$ cat src/rtl/mmap_pkg.sv
// Shared types and register-map constants for the mmap register port
// arbiter and its users.
package mmap_pkg;

  typedef enum logic [1:0] {
    IDLE   = 2'd0,
    ACCESS = 2'd1,
    RESP   = 2'd2
  } mmap_arb_state_t;

  localparam logic [3:0] MMAP_BR_CNT    = 4'h0;
  localparam logic [3:0] MMAP_MISPR_CNT = 4'h1;
  localparam logic [3:0] MMAP_HIT_CNT   = 4'h2;
  localparam logic [3:0] MMAP_TIMER     = 4'h3;
  localparam logic [3:0] MMAP_KEY_UP    = 4'h4;
  localparam logic [3:0] MMAP_KEY_DOWN  = 4'h5;
  localparam logic [3:0] MMAP_STATS_WR  = 4'hB;

endpackage

$ cat src/rtl/mmap_arb_rr_arb2.sv
// Combinational two-way round-robin picker; a lock held by m1 hides m0's
// request entirely so the preference pointer does not matter while locked.
module rr_arb2 (
  input  logic [1:0] req,
  input  logic       ptr,
  input  logic       lock_owner,
  output logic [1:0] gnt
);

  logic [1:0] elig;

  // mask by lock ownership, then pick; pointer only breaks ties
  always_comb begin
    elig = req;
    gnt  = 2'b00;
    if (lock_owner) begin
      elig = {req[1], 1'b0};
    end else begin
      elig = req;
    end
    case (elig)
      2'b01:   gnt = 2'b01;
      2'b10:   gnt = 2'b10;
      2'b11:   gnt = ptr ? 2'b10 : 2'b01;
      default: gnt = 2'b00;
    endcase
  end

endmodule

$ cat src/rtl/mmap_arb.sv
// Arbiter and three-cycle bus sequencer sharing the mmap register port
// between the CPU path (m0) and the debug/stats-dump engine (m1).
module mmap_arb
  import mmap_pkg::*;
#(
  parameter int                ADDR_W        = 4,
  parameter int                DATA_W        = 16,
  parameter int                NUM_RD_REGS   = 6,
  parameter logic [ADDR_W-1:0] STATS_WR_ADDR = MMAP_STATS_WR,
  parameter int                LOCK_MAX      = 8
) (
  input  logic              clk,
  input  logic              rst,
  input  logic              m0_req,
  input  logic              m1_req,
  input  logic              m0_we,
  input  logic              m1_we,
  input  logic [ADDR_W-1:0] m0_addr,
  input  logic [ADDR_W-1:0] m1_addr,
  input  logic [DATA_W-1:0] m0_wdata,
  input  logic [DATA_W-1:0] m1_wdata,
  input  logic              m1_lock,
  output logic              m0_gnt,
  output logic              m1_gnt,
  output logic              m0_rvalid,
  output logic              m1_rvalid,
  output logic [DATA_W-1:0] m0_rdata,
  output logic [DATA_W-1:0] m1_rdata,
  output logic              mmap_re,
  output logic [ADDR_W-1:0] mmap_addr,
  output logic              br_stats_wr,
  output logic [DATA_W-1:0] wr_data,
  output logic              wr_oe,
  input  logic [DATA_W-1:0] bus_rdata
);

  localparam int                CNT_W    = $clog2(LOCK_MAX + 1);
  localparam logic [CNT_W-1:0]  LOCK_LIM = CNT_W'(LOCK_MAX - 1);
  localparam logic [ADDR_W:0]   NUM_RD   = NUM_RD_REGS[ADDR_W:0];

  mmap_arb_state_t   state, state_nxt;
  logic [1:0]        pick, gnt;
  logic              ptr, lock_owner;
  logic [CNT_W-1:0]  lock_cnt;
  logic              cap_we, cap_m1;
  logic [ADDR_W-1:0] cap_addr;
  logic              win_we;
  logic [ADDR_W-1:0] win_addr;
  logic [DATA_W-1:0] win_wdata;
  logic [DATA_W-1:0] resp_data;

  rr_arb2 u_pick (
    .req        ({m1_req, m0_req}),
    .ptr        (ptr),
    .lock_owner (lock_owner),
    .gnt        (pick)
  );

  assign gnt    = (state == IDLE && !rst) ? pick : 2'b00;
  assign m0_gnt = gnt[0];
  assign m1_gnt = gnt[1];

  // winner's request fields
  always_comb begin
    win_we    = 1'b0;
    win_addr  = {ADDR_W{1'b0}};
    win_wdata = {DATA_W{1'b0}};
    if (gnt[1]) begin
      win_we    = m1_we;
      win_addr  = m1_addr;
      win_wdata = m1_wdata;
    end else begin
      win_we    = m0_we;
      win_addr  = m0_addr;
      win_wdata = m0_wdata;
    end
  end

  // out-of-range reads and writes return zero: the bus may be floating
  always_comb begin
    resp_data = {DATA_W{1'b0}};
    if (!cap_we && ({1'b0, cap_addr} < NUM_RD)) begin
      resp_data = bus_rdata;
    end else begin
      resp_data = {DATA_W{1'b0}};
    end
  end

  // transaction sequencing
  always_comb begin
    state_nxt = state;
    case (state)
      IDLE: begin
        if (|gnt) begin
          state_nxt = ACCESS;
        end else begin
          state_nxt = IDLE;
        end
      end
      ACCESS:  state_nxt = RESP;
      RESP:    state_nxt = IDLE;
      default: state_nxt = IDLE;
    endcase
  end

  // state register
  always_ff @(posedge clk) begin
    if (rst) begin
      state <= IDLE;
    end else begin
      state <= state_nxt;
    end
  end

  // pointer and lock bookkeeping; a locked grant keeps the pointer as is
  always_ff @(posedge clk) begin
    if (rst) begin
      ptr        <= 1'b0;
      lock_owner <= 1'b0;
      lock_cnt   <= {CNT_W{1'b0}};
    end else if (gnt[0]) begin
      ptr <= 1'b1;
    end else if (gnt[1]) begin
      if (m1_lock && (lock_cnt < LOCK_LIM)) begin
        lock_owner <= 1'b1;
        lock_cnt   <= lock_cnt + CNT_W'(1);
      end else begin
        lock_owner <= 1'b0;
        lock_cnt   <= {CNT_W{1'b0}};
        ptr        <= 1'b0;
      end
    end
  end

  // capture registers and registered bus/response outputs
  always_ff @(posedge clk) begin
    if (rst) begin
      cap_we      <= 1'b0;
      cap_m1      <= 1'b0;
      cap_addr    <= {ADDR_W{1'b0}};
      mmap_re     <= 1'b0;
      mmap_addr   <= {ADDR_W{1'b0}};
      br_stats_wr <= 1'b0;
      wr_oe       <= 1'b0;
      wr_data     <= {DATA_W{1'b0}};
      m0_rvalid   <= 1'b0;
      m1_rvalid   <= 1'b0;
      m0_rdata    <= {DATA_W{1'b0}};
      m1_rdata    <= {DATA_W{1'b0}};
    end else begin
      mmap_re     <= 1'b0;
      mmap_addr   <= {ADDR_W{1'b0}};
      br_stats_wr <= 1'b0;
      wr_oe       <= 1'b0;
      wr_data     <= {DATA_W{1'b0}};
      m0_rvalid   <= 1'b0;
      m1_rvalid   <= 1'b0;
      m0_rdata    <= {DATA_W{1'b0}};
      m1_rdata    <= {DATA_W{1'b0}};
      case (state)
        IDLE: begin
          if (|gnt) begin
            cap_we    <= win_we;
            cap_m1    <= gnt[1];
            cap_addr  <= win_addr;
            mmap_addr <= win_addr;
            mmap_re   <= !win_we;
            if (win_we && (win_addr == STATS_WR_ADDR)) begin
              br_stats_wr <= 1'b1;
              wr_oe       <= 1'b1;
              wr_data     <= win_wdata;
            end
          end
        end
        ACCESS: begin
          if (cap_m1) begin
            m1_rvalid <= 1'b1;
            m1_rdata  <= resp_data;
          end else begin
            m0_rvalid <= 1'b1;
            m0_rdata  <= resp_data;
          end
        end
        RESP: begin
          cap_we <= cap_we;
        end
        default: begin
          cap_we <= 1'b0;
        end
      endcase
    end
  end

endmodule
$ cat config.mk
export PLATFORM = sky130hd
export DESIGN_NAME = mmap_arb
export DESIGN_NICKNAME = d
export VERILOG_FILES = /design/src/rtl/mmap_pkg.sv /design/src/rtl/mmap_arb_rr_arb2.sv /design/src/rtl/mmap_arb.sv
export SDC_FILE = /design/constraint.sdc
export NUM_CORES = 1
export LEC_CHECK = 0
export ABC_AREA = 1
export BUFFER_PORTS_ARGS = -buffer_cell sky130_fd_sc_hd__buf_2
export CAP_MARGIN = 20
export CORE_UTILIZATION = 45
export CTS_BUF_LIST = sky130_fd_sc_hd__clkbuf_16
export DETAILED_ROUTE_END_ITERATION = 8
export PLACE_DENSITY = 0.78
export SYNTH_ARGS = -nofsm -noshare
export SYNTH_HDL_FRONTEND = slang
export SYNTH_HIERARCHICAL = 1
export SYNTH_SLANG_ARGS = --single-unit
$ cat constraint.sdc
create_clock -name clk -period 1.59 [get_ports clk]
set_input_delay 0.0795 -clock clk [delete_from_list [all_inputs] [get_ports clk]]
set_output_delay 0.0795 -clock clk [all_outputs]
set_load 0.02 [all_outputs]
* Word level (Yosys, flattened, before mapping)
Index checks and enable logic that the tools add are counted.
Operators by class: bitwise operators 7, reduce and logical (&&, ||, !) cells 20, equal/unequal tests 8, add/sub/neg operators 1, magnitude comparators 2, mux-type cells 20
Operators with widths (count):
- 2-to-1 mux 16 bit | 2
- 2-to-1 mux 1 bit | 11
- OR reduction 3 bit | 3
- < comparator 4 x 3 -> 1 bit, second input constant | 2
- 2-to-1 mux 4 bit | 2
- AND reduction 2 bit | 4
- NOT 1 bit | 7
- equality test 2 bit, second input constant | 3
- case mux 2 bit (3 select lines) | 1
- OR reduction 2 bit | 3
- adder 4 x 1 -> 4 bit, second input constant | 1
- equality test 2 x 1 -> 1 bit, second input constant | 2
- equality test 4 bit, second input constant | 1
- logical AND 1 bit | 4
- 2-to-1 mux 2 bit | 2
- case mux 2 bit (2 select lines) | 1
- OR reduction 4 bit | 1
- zero test 1 bit | 3
- zero test 2 bit | 1
- inequality test 2 x 1 -> 1 bit, second input constant | 1
- inequality test 2 bit, second input constant | 1
- case mux 1 bit (2 select lines) | 1
- nonzero test 2 bit | 1
Storage, ports and cells: logic and storage cells 73, flip-flop bits (word level) 70, output and inout port bits 59, bits of input ports 63

* Logic depth before layout (Yosys ltp)
Gate-level depths: netlist (run 1).
depth in word-level cells 9, gate-level depth with buffers 12, mapped depth without buffers 10

* Cells and area by module
Netlist (run 1), hierarchy kept.
By module, submodules not included:
- mmap_arb | cells each 306, seq. area each 1381.3 um2, instances 1, area each 2502.4 um2
- rr_arb2 | cells each 7, seq. area each 0.0 um2, instances 1, area each 31.3 um2

* Worst setup path before layout (run 1)
Ideal clock, no wire load.
path type register -> register, start reg lock_owner, end reg wr_data[13], setup slack 0.136 ns, clock period less this slack 1.454 ns, data required time 1.528 ns, data arrival time 1.392 ns, cell stages (with the launch flop) 13, buffers on the path 2, library setup time 0.062 ns, path through dfxtp_1 > inv_1 > nand2_2 > nand2_1 > nand2_1 > nand3_2 > buf_6 > inv_4 > buf_6 > nand2_1 > nand2_1 > clkinv_1 > nor2_2
On the way: cells in the longest elaborated chain, start to end 9, elaborated cells on any way between the ends 15, classes of those cells 4 x eq/ne; 6 x mux; 2 x bitwise; 3 x reduce/logical
Ends and longest elaborated chain:
- from (decl) | line mmap_arb.sv:43 | logic ptr, lock_owner;
- from (signal assigned) | line mmap_arb.sv:119 | lock_owner <= 1'b0;
- from (signal assigned) | line mmap_arb.sv:125 | lock_owner <= 1'b1;
- from (signal assigned) | line mmap_arb.sv:128 | lock_owner <= 1'b0;
- 2-to-1 mux 1 bit (*) | line mmap_arb_rr_arb2.sv:16 | if (lock_owner) begin
- equality test 2 bit / equality test 2 x 1 -> 1 bit (equally long branches) | line mmap_arb_rr_arb2.sv:21 | case (elig)
- case mux 2 bit (3 select lines) (*) | line mmap_arb_rr_arb2.sv:21
- named net pick[1] | line mmap_arb.sv:42 | logic [1:0] pick, gnt;
- 2-to-1 mux 2 bit (*) | line mmap_arb.sv:59 | assign gnt = (state == IDLE && !rst) ? pick : 2'b00;
- named net m1_gnt | line mmap_arb.sv:24 | output logic m1_gnt,
- 2-to-1 mux 4 bit | line mmap_arb.sv:68 | if (gnt[1]) begin
- equality test 4 bit | line mmap_arb.sv:168 | if (win_we && (win_addr == STATS_WR_ADDR)) begin
- logical AND 1 bit | line mmap_arb.sv:168
- NOT 1 bit (no source line)
- OR reduction 4 bit (no source line)
- to (signal assigned) | line mmap_arb.sv:145 | wr_data <= {DATA_W{1'b0}};
- to (signal assigned) | line mmap_arb.sv:155 | wr_data <= {DATA_W{1'b0}};
- to (signal assigned) | line mmap_arb.sv:171 | wr_data <= win_wdata;
- to (decl) | line mmap_arb.sv:32 | output logic [DATA_W-1:0] wr_data,
The timed path passes the listed nets; every way through them passes the cells marked *. A chain may end at the register's enable or synchronous reset.

* Final worst setup path (run 1)
start reg state[0], end out m0_gnt
On the way: cells in the longest elaborated chain, start to end 3
Ends and longest elaborated chain:
- from (decl) | line mmap_arb.sv:41 | mmap_arb_state_t state, state_nxt;
- from (signal assigned) | line mmap_arb.sv:111 | state <= state_nxt;
- zero test 2 bit | line mmap_arb.sv:59
- logical AND 1 bit | line mmap_arb.sv:59
- 2-to-1 mux 2 bit | line mmap_arb.sv:59
- to (decl) | line mmap_arb.sv:23 | output logic m0_gnt,
No other way between the ends.

==> metrics.log, run 1 <==
[metrics] x dimension of the die: 77.04 um
[metrics] final core occ: 0.7061
[metrics] number of slew-limit violations in the final report: 0
[metrics] worst path arrival time: 1.43 ns
[metrics] pin count of the biggest net entering global routing: 33
[metrics] leakage power total: 2.043 nW
[metrics] Primary FF master, synth: sky130_fd_sc_hd__dfxtp_1
[metrics] count of vias placed by the detailed router: 2371
[metrics] row count: 26
[metrics] post-route clock period utilization: 0.9499
[metrics] CP Data Required Time: 1.51 ns
[metrics] result of the run: finished clean
[metrics] CP max stage cell: sky130_fd_sc_hd__dfxtp_1
[metrics] number of top-level design ports: 122
[metrics] fraction of power consumed by the clock network: 0.479
[metrics] area of the die: 5934 um^2
[metrics] number of cells traversed by the worst hold path: 3
[metrics] number of buffer cells added on primary ports: 121
[metrics] Nets: 518
[metrics] share of flip-flops with an asynchronous set or reset after synthesis: 0
[metrics] internal power component: 3.598 mW
[metrics] Sw Ratio: 0.2481
[metrics] GRT Resource Usage Total: 0.2182
[metrics] Setup violations, final: 0
[metrics] number of nets produced by synthesis: 379
[metrics] total CTS buffers: 9
[metrics] GRT Residual Overflow: 0
[metrics] critical path endpoint category: output pin
[metrics] count of TritonRoute iterations in the first routing pass: 4
[metrics] clock tree from TritonCTS: done
[metrics] proportion of layout cells with a drive suffix above 1: 0.4179
[metrics] Power Total: 4.785 mW
[metrics] EDFF count, synth: 0
[metrics] n_diodes: 0
[metrics] Setup Skew: 0.004439 ns
[metrics] CTS clock-pin slew for the worst setup and hold paths: 0.06 ns
[metrics] PnR worst setup slack: 0.07960 ns
[metrics] portion of total power attributed to sequential cells: 0.380
[metrics] Post-DRT Antenna Nets: 0
[metrics] total wirelength of the detailed-routed design: 6262 um
[metrics] number of vias per cell: 4.499
[metrics] Max clock buf depth: 2
[metrics] Cells after Synth: 313
[metrics] Worst path max stage delay: 0.32 ns
[metrics] worst vdd ir: 763.0 uV
[metrics] initial DRC count: 87
[metrics] routed len/inst: 11.88 um
[metrics] CP Launch Type: flop
[metrics] Crit Reg-Reg Startpoint: state[0]
[metrics] average footprint of a synthesized cell: 8.095 um^2
[metrics] first-pass GRT wire length: 9956 um
[metrics] cell types occupying the most area after synthesis: sky130_fd_sc_hd__dfxtp_1, sky130_fd_sc_hd__nand2_1, sky130_fd_sc_hd__inv_1
[metrics] top achievable clock speed: 662.1 MHz
[metrics] cells along the critical path: inv_2, ha_4, inv_2, nor2_4, nand2_2, inv_1, buf_4
[metrics] storage element area: 1383 um^2
[metrics] number of global-route vias before repair: 2247
[metrics] Slew Limit Headroom: 0.7937
[metrics] post-placement worst setup slack: -0.006254 ns
[metrics] number of sinks on the clock net: 69
[metrics] top library cells by usage in the layout, fill and taps aside: sky130_fd_sc_hd__buf_2, sky130_fd_sc_hd__nand2_1, sky130_fd_sc_hd__dfxtp_1
[metrics] Fillers: 430
[metrics] commonest non-fill, non-tap cell in the layout: sky130_fd_sc_hd__buf_2
[metrics] Skew-Pair Late Insertion Delay: 0.33 ns
[metrics] Worst Path Max Fanout: 5
[metrics] Hold Fails Final Rpt: 0
[metrics] crit path time final: 1.510 ns
[metrics] worst setup path class: reg -> out
[metrics] post-detail-place hpwl: 4250 um
[metrics] cell accounting for the most synthesized area: sky130_fd_sc_hd__dfxtp_1
[metrics] Worst Min Path Start: bus_rdata[11]
[metrics] number of antenna violations at the first check in global routing: 0
[metrics] initial cell density of the core: 0.4808
[metrics] max-cap violations: 0
[metrics] hold slack final: 0.004392 ns
[metrics] number of design rule violations left after detail routing: 0
[metrics] number of H-tree levels: 3
[metrics] area grow syn2layout: 46.86%
[metrics] worst-case reg-to-reg path depth: 8
[metrics] post-synthesis cell area: 2534 um^2
[metrics] library cell used as clock root buffer: sky130_fd_sc_hd__clkbuf_16
[metrics] power spent charging and discharging nets: 1.187 mW
[metrics] minimum setup slack among reg-to-reg paths: 0.09 ns
[metrics] last weighted congestion value of the routability-driven placer: 0.7436
[metrics] accumulated negative setup slack: 0 ns
[metrics] power density over cell area: 1286 nW/um^2
[metrics] Least-Margin Pin Slew: 0.3094 ns
[metrics] number of different library cells in the post-synthesis netlist: 25
[metrics] fraction of the yosys area taken by sequential cells: 0.5452
[metrics] combinational share of power: 0.141
[metrics] synthesis warning total: 6
[metrics] fraction of post-synthesis cell area in the top cell type by area: 0.5452
[metrics] HP Class: in -> reg
[metrics] capturing point of the worst reg2reg path: wr_data[4]
[metrics] most used cell, CP: sky130_fd_sc_hd__inv_2
[metrics] Core Footprint: 5270 um^2
[metrics] Synth Register Bits: 69
[metrics] floorplan die height: 77.04 um
[metrics] worst hold path endpoint: m1_rdata[11]
[metrics] multi-input combinational cell area: 889.6 um^2
[power by group through the flow]
| stage | sequential [mW] | combinational [mW] | clock, mW |
|---|---|---|---|
| after floorplan | 1.91 | 0.333 | 0 |
| after global placement | 1.85 | 0.576 | 0 |
| after detailed placement | 1.86 | 0.590 | 0 |
| after CTS | 1.82 | 0.630 | 2.32 |
| after global routing | 1.83 | 0.750 | 2.41 |
| final | 1.82 | 0.674 | 2.29 |
[layer usage]
| layer | vias to the layer above | GRT usage | part of all wire |
|---|---|---|---|
| li1 | 1221 | - | - |
| met1 | 1047 | 0.2567 | 0.43 |
| met2 | 88 | 0.3705 | 0.49 |
| met3 | 15 | 0.04524 | 0.055 |
| met4 | 0 | 0.1189 | 0.027 |
| met5 | - | 0 | 0 |
[per-stage QoR]
step / cells / instance area [um^2]
finish: 527 / 3721
global placement: 500 / 3213
CTS: 519 / 3627
global route: 527 / 3721
detailed placement: 500 / 3213
floorplan: 313 / 2534
[flip-flops by register name, indices dropped and copies added, names as in the netlist]
register,count
lock_cnt,4
mmap_addr,4
state,2
m1_rdata,16
ptr,1
m0_rdata,16
mmap_re,1
m0_rvalid,1
m1_rvalid,1
wr_data,16
cap_addr,3
cap_we,1
wr_oe,1
cap_m1,1
lock_owner,1
[worst max-delay path, delay by kind of cell (launching register included)]
family	cells	cell delay (ns)
flip-flops	1	0.32
buffers and inverters	4	0.34
AND/OR/NAND/NOR	2	0.28
adder cells (fa/ha/maj)	1	0.15
[what timing repair did]
item | 4_1_cts | 5_1_grt
hold endpoints to repair | 4 | 0
pin swaps | 1 | 11
resized for setup | 8 | 14
setup endpoints to repair | 18 | 24
gates cloned | 1 | 0
setup buffers | 0 | 8
hold buffers | 2 | 0
[synthesized netlist by cell type, types with 3 or more instances]
master,instances
sky130_fd_sc_hd__inv_2,4
sky130_fd_sc_hd__nor2_2,10
sky130_fd_sc_hd__nand2_1,78
sky130_fd_sc_hd__buf_6,4
sky130_fd_sc_hd__dfxtp_1,69
sky130_fd_sc_hd__ha_1,3
sky130_fd_sc_hd__nor2_4,5
sky130_fd_sc_hd__nand2_2,3
sky130_fd_sc_hd__buf_2,3
sky130_fd_sc_hd__nor3_1,32
sky130_fd_sc_hd__a21oi_1,9
sky130_fd_sc_hd__clkinv_1,4
sky130_fd_sc_hd__nand3_1,7
sky130_fd_sc_hd__nor2_1,14
sky130_fd_sc_hd__inv_1,53
sky130_fd_sc_hd__o21ai_0,3
[worst max-delay path by stage]
| stage | from | to | slack (ns) | cells after the start |
|---|---|---|---|---|
| 2_1_floorplan | lock_owner | wr_data[13] | 0.14 | 12 |
| 3_3_place_gp | state[1] | wr_data[2] | 0.05 | 8 |
| 3_5_place_dp | state[1] | wr_data[10] | -0.006 | 8 |
| 4_1_cts | lock_owner | cap_we | 0.01 | 10 |
| 5_1_grt | lock_owner | wr_data[4] | -0.03 | 10 |
| 6_report | state[0] | m0_gnt | 0.08 | 7 |
[layout make-up]
| type | instances | share of cell area |
|---|---|---|
| timing repair buffer | 138 | 0.2051 |
| multi-input combinational | 171 | 0.2391 |
| tap | 70 | 0.02354 |
| sequential | 69 | 0.3716 |
| inverter | 63 | 0.06759 |
| clock inverter | 7 | 0.03262 |
| clock buffer | 9 | 0.06052 |
[cells by family after synthesis]
| kind of cell | after synthesis | share of synthesized area |
|---|---|---|
| simple gates | 153 | 0.2835 |
| flops | 69 | 0.5452 |
| buf+inv | 74 | 0.1264 |
| compound gates | 14 | 0.03012 |
| fa+ha+maj | 3 | 0.01482 |
(Power assumes the default switching activity.)
==> inputs of run 2 (changes only) <==
--- a/config.mk
+++ b/config.mk
@@ -9,7 +9,7 @@
 export BUFFER_PORTS_ARGS = -buffer_cell sky130_fd_sc_hd__buf_2
 export CAP_MARGIN = 20
 export CORE_UTILIZATION = 45
-export CTS_BUF_LIST = sky130_fd_sc_hd__clkbuf_16
+export CTS_BUF_LIST = sky130_fd_sc_hd__clkbuf_8 sky130_fd_sc_hd__clkbuf_16
 export DETAILED_ROUTE_END_ITERATION = 8
 export PLACE_DENSITY = 0.78
 export SYNTH_ARGS = -nofsm -noshare
==> metrics.log, run 2 (synthesized netlist as in run 1, its figures left out) <==
[metrics] top layer reached by signal wires: met4
[metrics] delay-heaviest family, CP: simple AND/OR/NAND/NOR gates
[metrics] total CTS buffers: 9
[metrics] count of vias placed by the detailed router: 2426
[metrics] initial cell density of the core: 0.4808
[metrics] number of sinks on the clock net: 69
[metrics] x dimension of the die: 77.04 um
[metrics] Crit Reg-Reg Startpoint: state[1]
[metrics] commonest non-fill, non-tap cell in the layout: sky130_fd_sc_hd__buf_2
[metrics] Met2 Routed Length: 3291 um
[metrics] post-detail-place hpwl: 4250 um
[metrics] HP Class: in -> reg
[metrics] clock tree from TritonCTS: done
[metrics] last weighted congestion value of the routability-driven placer: 0.7436
[metrics] number of cells traversed by the worst hold path: 3
[metrics] CP max stage cell: sky130_fd_sc_hd__dfxtp_2
[metrics] number of top-level design ports: 122
[metrics] n_diodes: 0
[metrics] area grow syn2layout: 47.90%
[metrics] total met3 wirelength after detailed routing: 330 um
[metrics] Slew Limit Headroom: 0.7906
[metrics] routed length on met1: 2771 um
[metrics] CP Data Required Time: 1.87 ns
[metrics] GRT Resource Usage Total: 0.2204
[metrics] routed len/inst: 12.12 um
[metrics] Setup violations, final: 0
[metrics] Setup Skew: 0.005654 ns
[metrics] library cell used as clock root buffer: sky130_fd_sc_hd__clkbuf_8
[metrics] Nets: 530
[metrics] capturing point of the worst reg2reg path: wr_data[7]
[metrics] Worst Min Path Start: bus_rdata[7]
[metrics] number of global-route vias before repair: 2288
[metrics] most used cell, CP: sky130_fd_sc_hd__nor2_4
[metrics] Hold Fails Final Rpt: 0
[metrics] max-cap violations: 0
[metrics] power density over cell area: 1134 nW/um^2
[metrics] GRT Residual Overflow: 0
[metrics] area of the die: 5934 um^2
[metrics] initial DRC count: 82
[metrics] row count: 26
[metrics] number of design rule violations left after detail routing: 0
[metrics] CP Launch Type: flop
[metrics] Power Total: 4.248 mW
[metrics] critical path endpoint category: flop
[metrics] post-route clock period utilization: 0.9546
[metrics] leakage power total: 2.049 nW
[metrics] CTS clock-pin slew for the worst setup and hold paths: 0.08 ns
[metrics] registers with the most flip-flops: m0_rdata: 16 flops, m1_rdata: 16 flops, wr_data: 16 flops
[metrics] worst setup path class: reg -> reg
[metrics] worst vdd ir: 616.3 uV
[metrics] number of H-tree levels: 3
[metrics] result of the run: finished clean
[metrics] top library cells by usage in the layout, fill and taps aside: sky130_fd_sc_hd__buf_2, sky130_fd_sc_hd__nand2_1, sky130_fd_sc_hd__dfxtp_1
[metrics] total wirelength of the detailed-routed design: 6530 um
[metrics] worst-case reg-to-reg path depth: 8
[metrics] Post-DRT Antenna Nets: 0
[metrics] Max clock buf depth: 2
[metrics] floorplan die height: 77.04 um
[metrics] cells along the critical path: inv_2, ha_4, inv_4, nor2_4, o21ai_4, nor2_4, nand3_4, nor2_2
[metrics] top achievable clock speed: 658.9 MHz
[metrics] buffer and inverter count on the worst path: 2
[metrics] Worst path max stage delay: 0.32 ns
[metrics] minimum setup slack among reg-to-reg paths: 0.07 ns
[metrics] pin count of the biggest net entering global routing: 33
[metrics] proportion of layout cells with a drive suffix above 1: 0.4115
[metrics] number of slew-limit violations in the final report: 0
[metrics] number of buffer cells added on primary ports: 121
[metrics] crit path time final: 1.518 ns
[metrics] Core Footprint: 5270 um^2
[metrics] worst hold path endpoint: m1_rdata[7]
[metrics] number of vias per cell: 4.501
[metrics] number of antenna violations at the first check in global routing: 0
[metrics] final core occ: 0.7111
[metrics] Worst Path Max Fanout: 8
[metrics] worst path arrival time: 1.80 ns
[metrics] first-pass GRT wire length: 10140 um
[metrics] count of TritonRoute iterations in the first routing pass: 4
[metrics] Least-Margin Pin Slew: 0.3142 ns
[metrics] Skew-Pair Late Insertion Delay: 0.33 ns
==> run 2: worst max-delay path by stage <==
stage | start | endpoint | slack, ns | depth (start not counted)
final | state[1] | wr_data[7] | 0.07 | 8
after global routing | state[1] | wr_data[7] | -0.02 | 8
after CTS | lock_owner | cap_we | 0.02 | 10
after detailed placement | state[1] | wr_data[10] | -0.006 | 8
after global placement | state[1] | wr_data[2] | 0.05 | 8
after floorplan | lock_owner | wr_data[13] | 0.14 | 12
==> run 2: tightest hold or removal path, cell delays in order <==
cell and delay [ns]:
sky130_fd_sc_hd__buf_2 0.10, sky130_fd_sc_hd__inv_1 0.07, sky130_fd_sc_hd__nor3_1 0.05
==> run 2: cell type report <==
type	count	area, um^2
fillers	414	1523
flip-flops and latches	69	1384
multi-input cells	171	892.1
repair buffers	150	884.6
inverters	63	254.0
clock buffers	9	123.9
clock inverters	7	121.4
well taps	70	87.58
==> run 2: where the power goes <==
| part | switching [mW] | total (mW) | internal (mW) |
|---|---|---|---|
| clock | 0.669 | 1.72 | 1.05 |
| combinational | 0.426 | 0.711 | 0.285 |
| sequential | 0.0239 | 1.82 | 1.80 |
| total | 1.12 | 4.25 | 3.13 |
==> run 2: per-stage QoR <==
step	setup TNS, ns	cells	hold slack, ns	cell area (um^2)	setup slack [ns]
final	0	539	0.01083	3747	0.07223
after global routing	-0.03645	539	0.003384	3747	-0.02284
after CTS	0	529	0.0004606	3626	0.01531
after detailed placement	-0.01025	500	0.3354	3213	-0.006254
after global placement	0	500	0.3325	3213	0.05345
after floorplan	0	313	0.2234	2534	0.1359
==> run 2: timing repair <==
action / in CTS / in global routing
hold buffers: 12 / 1
gates cloned: 1 / 0
buffers inserted: 0 / 9
endpoints found under the setup margin: 18 / 22
gates resized for setup: 8 / 17
hold endpoints to repair: 22 / 2
pin swaps: 1 / 9
==> run 2: per-layer routing <==
layer | up-vias | GRT usage
li1 | 1244 | -
met1 | 1083 | 0.2577
met2 | 87 | 0.3813
met3 | 12 | 0.05238
met4 | 0 | 0.09811
met5 | - | 0
==> inputs of run 3 (changes only) <==
--- a/config.mk
+++ b/config.mk
@@ -5,13 +5,13 @@
 export SDC_FILE = /design/constraint.sdc
 export NUM_CORES = 1
 export LEC_CHECK = 0
-export ABC_AREA = 1
 export BUFFER_PORTS_ARGS = -buffer_cell sky130_fd_sc_hd__buf_2
 export CAP_MARGIN = 20
-export CORE_UTILIZATION = 45
+export CORE_UTILIZATION = 44
 export CTS_BUF_LIST = sky130_fd_sc_hd__clkbuf_8 sky130_fd_sc_hd__clkbuf_16
 export DETAILED_ROUTE_END_ITERATION = 8
 export PLACE_DENSITY = 0.78
+export REMOVE_ABC_BUFFERS = 1
 export SYNTH_ARGS = -nofsm -noshare
 export SYNTH_HDL_FRONTEND = slang
 export SYNTH_HIERARCHICAL = 1
==> metrics.log, run 3 <==
[metrics] cell accounting for the most synthesized area: sky130_fd_sc_hd__dfxtp_1
[metrics] count of vias placed by the detailed router: 2406
[metrics] top achievable clock speed: 600.3 MHz
[metrics] share of flip-flops with an asynchronous set or reset after synthesis: 0
[metrics] registers with the most flip-flops: m0_rdata: 16 flops, m1_rdata: 16 flops, wr_data: 16 flops
[metrics] Hold Fails Final Rpt: 0
[metrics] leakage power total: 1.973 nW
[metrics] number of top-level design ports: 122
[metrics] n_diodes: 0
[metrics] initial DRC count: 63
[metrics] leading cell types by count after synthesis: sky130_fd_sc_hd__dfxtp_1, sky130_fd_sc_hd__nand2_1, sky130_fd_sc_hd__nor2_1
[metrics] post-detail-place hpwl: 4015 um
[metrics] floorplan die height: 74.81 um
[metrics] Worst Path Max Fanout: 4
[metrics] number of buffer cells added on primary ports: 121
[metrics] commonest non-fill, non-tap cell in the layout: sky130_fd_sc_hd__buf_2
[metrics] proportion of layout cells with a drive suffix above 1: 0.4180
[metrics] clock tree from TritonCTS: done
[metrics] result of the run: complete, but fails checks
[metrics] EDFF count, synth: 0
[metrics] CTS clock-pin slew for the worst setup and hold paths: 0.08 ns
[metrics] failing checks: setup timing
[metrics] worst-case reg-to-reg path depth: 7
[metrics] number of vias per cell: 4.672
[metrics] library cell used as clock root buffer: sky130_fd_sc_hd__clkbuf_8
[metrics] top library cells by usage in the layout, fill and taps aside: sky130_fd_sc_hd__buf_2, sky130_fd_sc_hd__dfxtp_1, sky130_fd_sc_hd__nand2_1
[metrics] number of sinks on the clock net: 69
[metrics] Slew Limit Headroom: 0.6308
[metrics] routed len/inst: 14.13 um
[metrics] Worst path max stage delay: 0.50 ns
[metrics] final core occ: 0.7636
[metrics] CP max stage cell: sky130_fd_sc_hd__or4b_1
[metrics] Setup Skew: 0.007393 ns
[metrics] critical path endpoint category: flop
[metrics] Cells after Synth: 250
[metrics] area of the die: 5596 um^2
[metrics] fraction of the yosys area taken by sequential cells: 0.5923
[metrics] worst setup path class: reg -> reg
[metrics] post-synthesis cell area: 2332 um^2
[metrics] number of design rule violations left after detail routing: 0
[metrics] Power Total: 3.962 mW
[metrics] Setup violations, final: 15
[metrics] number of different library cells in the post-synthesis netlist: 32
[metrics] total CTS buffers: 9
[metrics] GRT Resource Usage Total: 0.2420
[metrics] count of TritonRoute iterations in the first routing pass: 4
[metrics] fraction of post-synthesis cell area in the top cell type by area: 0.5923
[metrics] cell types occupying the most area after synthesis: sky130_fd_sc_hd__dfxtp_1, sky130_fd_sc_hd__nand2_1, sky130_fd_sc_hd__nor2_1
[metrics] CP Data Required Time: 1.85 ns
[metrics] initial cell density of the core: 0.4566
[metrics] crit path time final: 1.666 ns
[metrics] row count: 26
[metrics] Core Footprint: 5107 um^2
[metrics] total wirelength of the detailed-routed design: 7276 um
[metrics] cells along the critical path: nand2b_4, o21a_1, nand3b_1, buf_4, mux2i_1, or4b_1, o21ai_0
[metrics] RSZ-0062 raised after global routing: true
[metrics] CP Launch Type: flop
[metrics] worst vdd ir: 802.4 uV
[metrics] max-cap violations: 0
[metrics] number of antenna violations at the first check in global routing: 0
[metrics] Primary FF master, synth: sky130_fd_sc_hd__dfxtp_1
[metrics] Max clock buf depth: 2
[metrics] number of global-route vias before repair: 2317
[metrics] Post-DRT Antenna Nets: 0
[metrics] Skew-Pair Late Insertion Delay: 0.33 ns
[metrics] area grow syn2layout: 67.22%
[metrics] GRT Residual Overflow: 0
[metrics] x dimension of the die: 74.81 um
[metrics] post-route clock period utilization: 1.048
[metrics] number of cells traversed by the worst hold path: 3
[metrics] synthesis warning total: 6
[metrics] Synth Register Bits: 69
[metrics] last weighted congestion value of the routability-driven placer: 0.7743
[metrics] number of slew-limit violations in the final report: 0
[metrics] PnR worst setup slack: -0.07572 ns
[metrics] post-placement worst setup slack: -0.09824 ns
[metrics] worst path arrival time: 1.93 ns
[metrics] power density over cell area: 1016 nW/um^2
[metrics] average footprint of a synthesized cell: 9.329 um^2
[metrics] HP Class: in -> reg
[metrics] first-pass GRT wire length: 9984 um
[metrics] top-count cell post-synth: sky130_fd_sc_hd__dfxtp_1
[metrics] Nets: 506
[metrics] Least-Margin Pin Slew: 0.5505 ns
[metrics] number of H-tree levels: 3
[metrics] pin count of the biggest net entering global routing: 19
[metrics] accumulated negative setup slack: -0.4414 ns
==> run 3: kinds of logic after synthesis <==
group	after synthesis	share of synthesized area
buffers and inverters	20	0.04345
AND/OR/NAND/NOR	113	0.2189
AO/OA/AOI/OAI	40	0.1073
flip-flops	69	0.5923
multiplexers	5	0.02200
adder cells (fa/ha/maj)	3	0.01610
==> run 3: per-layer routing <==
metal  routed length (um)  GRT usage  vias to the layer above
met4                   95    0.09644                        0
met3                  537    0.07898                       16
met2                 3834     0.4605                      130
met5                    0          0                        -
li1                     -          -                     1185
met1                 2808     0.2412                     1075
==> run 3: cell type report <==
type	instances	area [um^2]
multi-input cells	161	902.1
clock buffers	9	123.9
fillers	371	1207
clock inverters	7	91.34
flip-flops and latches	69	1383
repair buffers	191	1282
well taps	70	87.58
inverters	8	30.03
==> run 3: final timing paths <==
path                            slack, ns          end    startpoint
worst max register to register      -0.08       cap_we    lock_owner
worst min register to register       0.49   lock_owner    lock_owner
worst max-delay path                -0.08       cap_we    lock_owner
worst min-delay path                 0.01  wr_data[10]  m0_wdata[10]
==> run 3: critical path, delay by kind of cell, from the launching register on <==
family                 cells  cell delay (ns)
muxes                      1             0.16
and+or+nand+nor            3             0.74
DFF                        1             0.33
AOI/OAI and AO/OA          2             0.22
buffers and inverters      1             0.17
==> run 3: through the flow <==
stage	instances	instance area, um^2	hold WS [ns]
2_1_floorplan	238	2261	0.1486
3_3_place_gp	443	3077	0.3038
3_5_place_dp	443	3077	0.3073
4_1_cts	505	3794	0.002064
5_1_grt	515	3900	0.002626
6_report	515	3900	0.01214
==> run 3: power by group <==
group          switching, mW  internal (mW)
combinational          0.312          0.315
clock                  0.650          0.878
sequential            0.0241           1.78
==> run 3: what timing repair did <==
item,in CTS,in global routing
gates resized for setup,15,8
buffers inserted,3,8
hold endpoints to repair,42,2
pin swaps,2,3
endpoints found under the setup margin,29,29
hold buffers,44,2
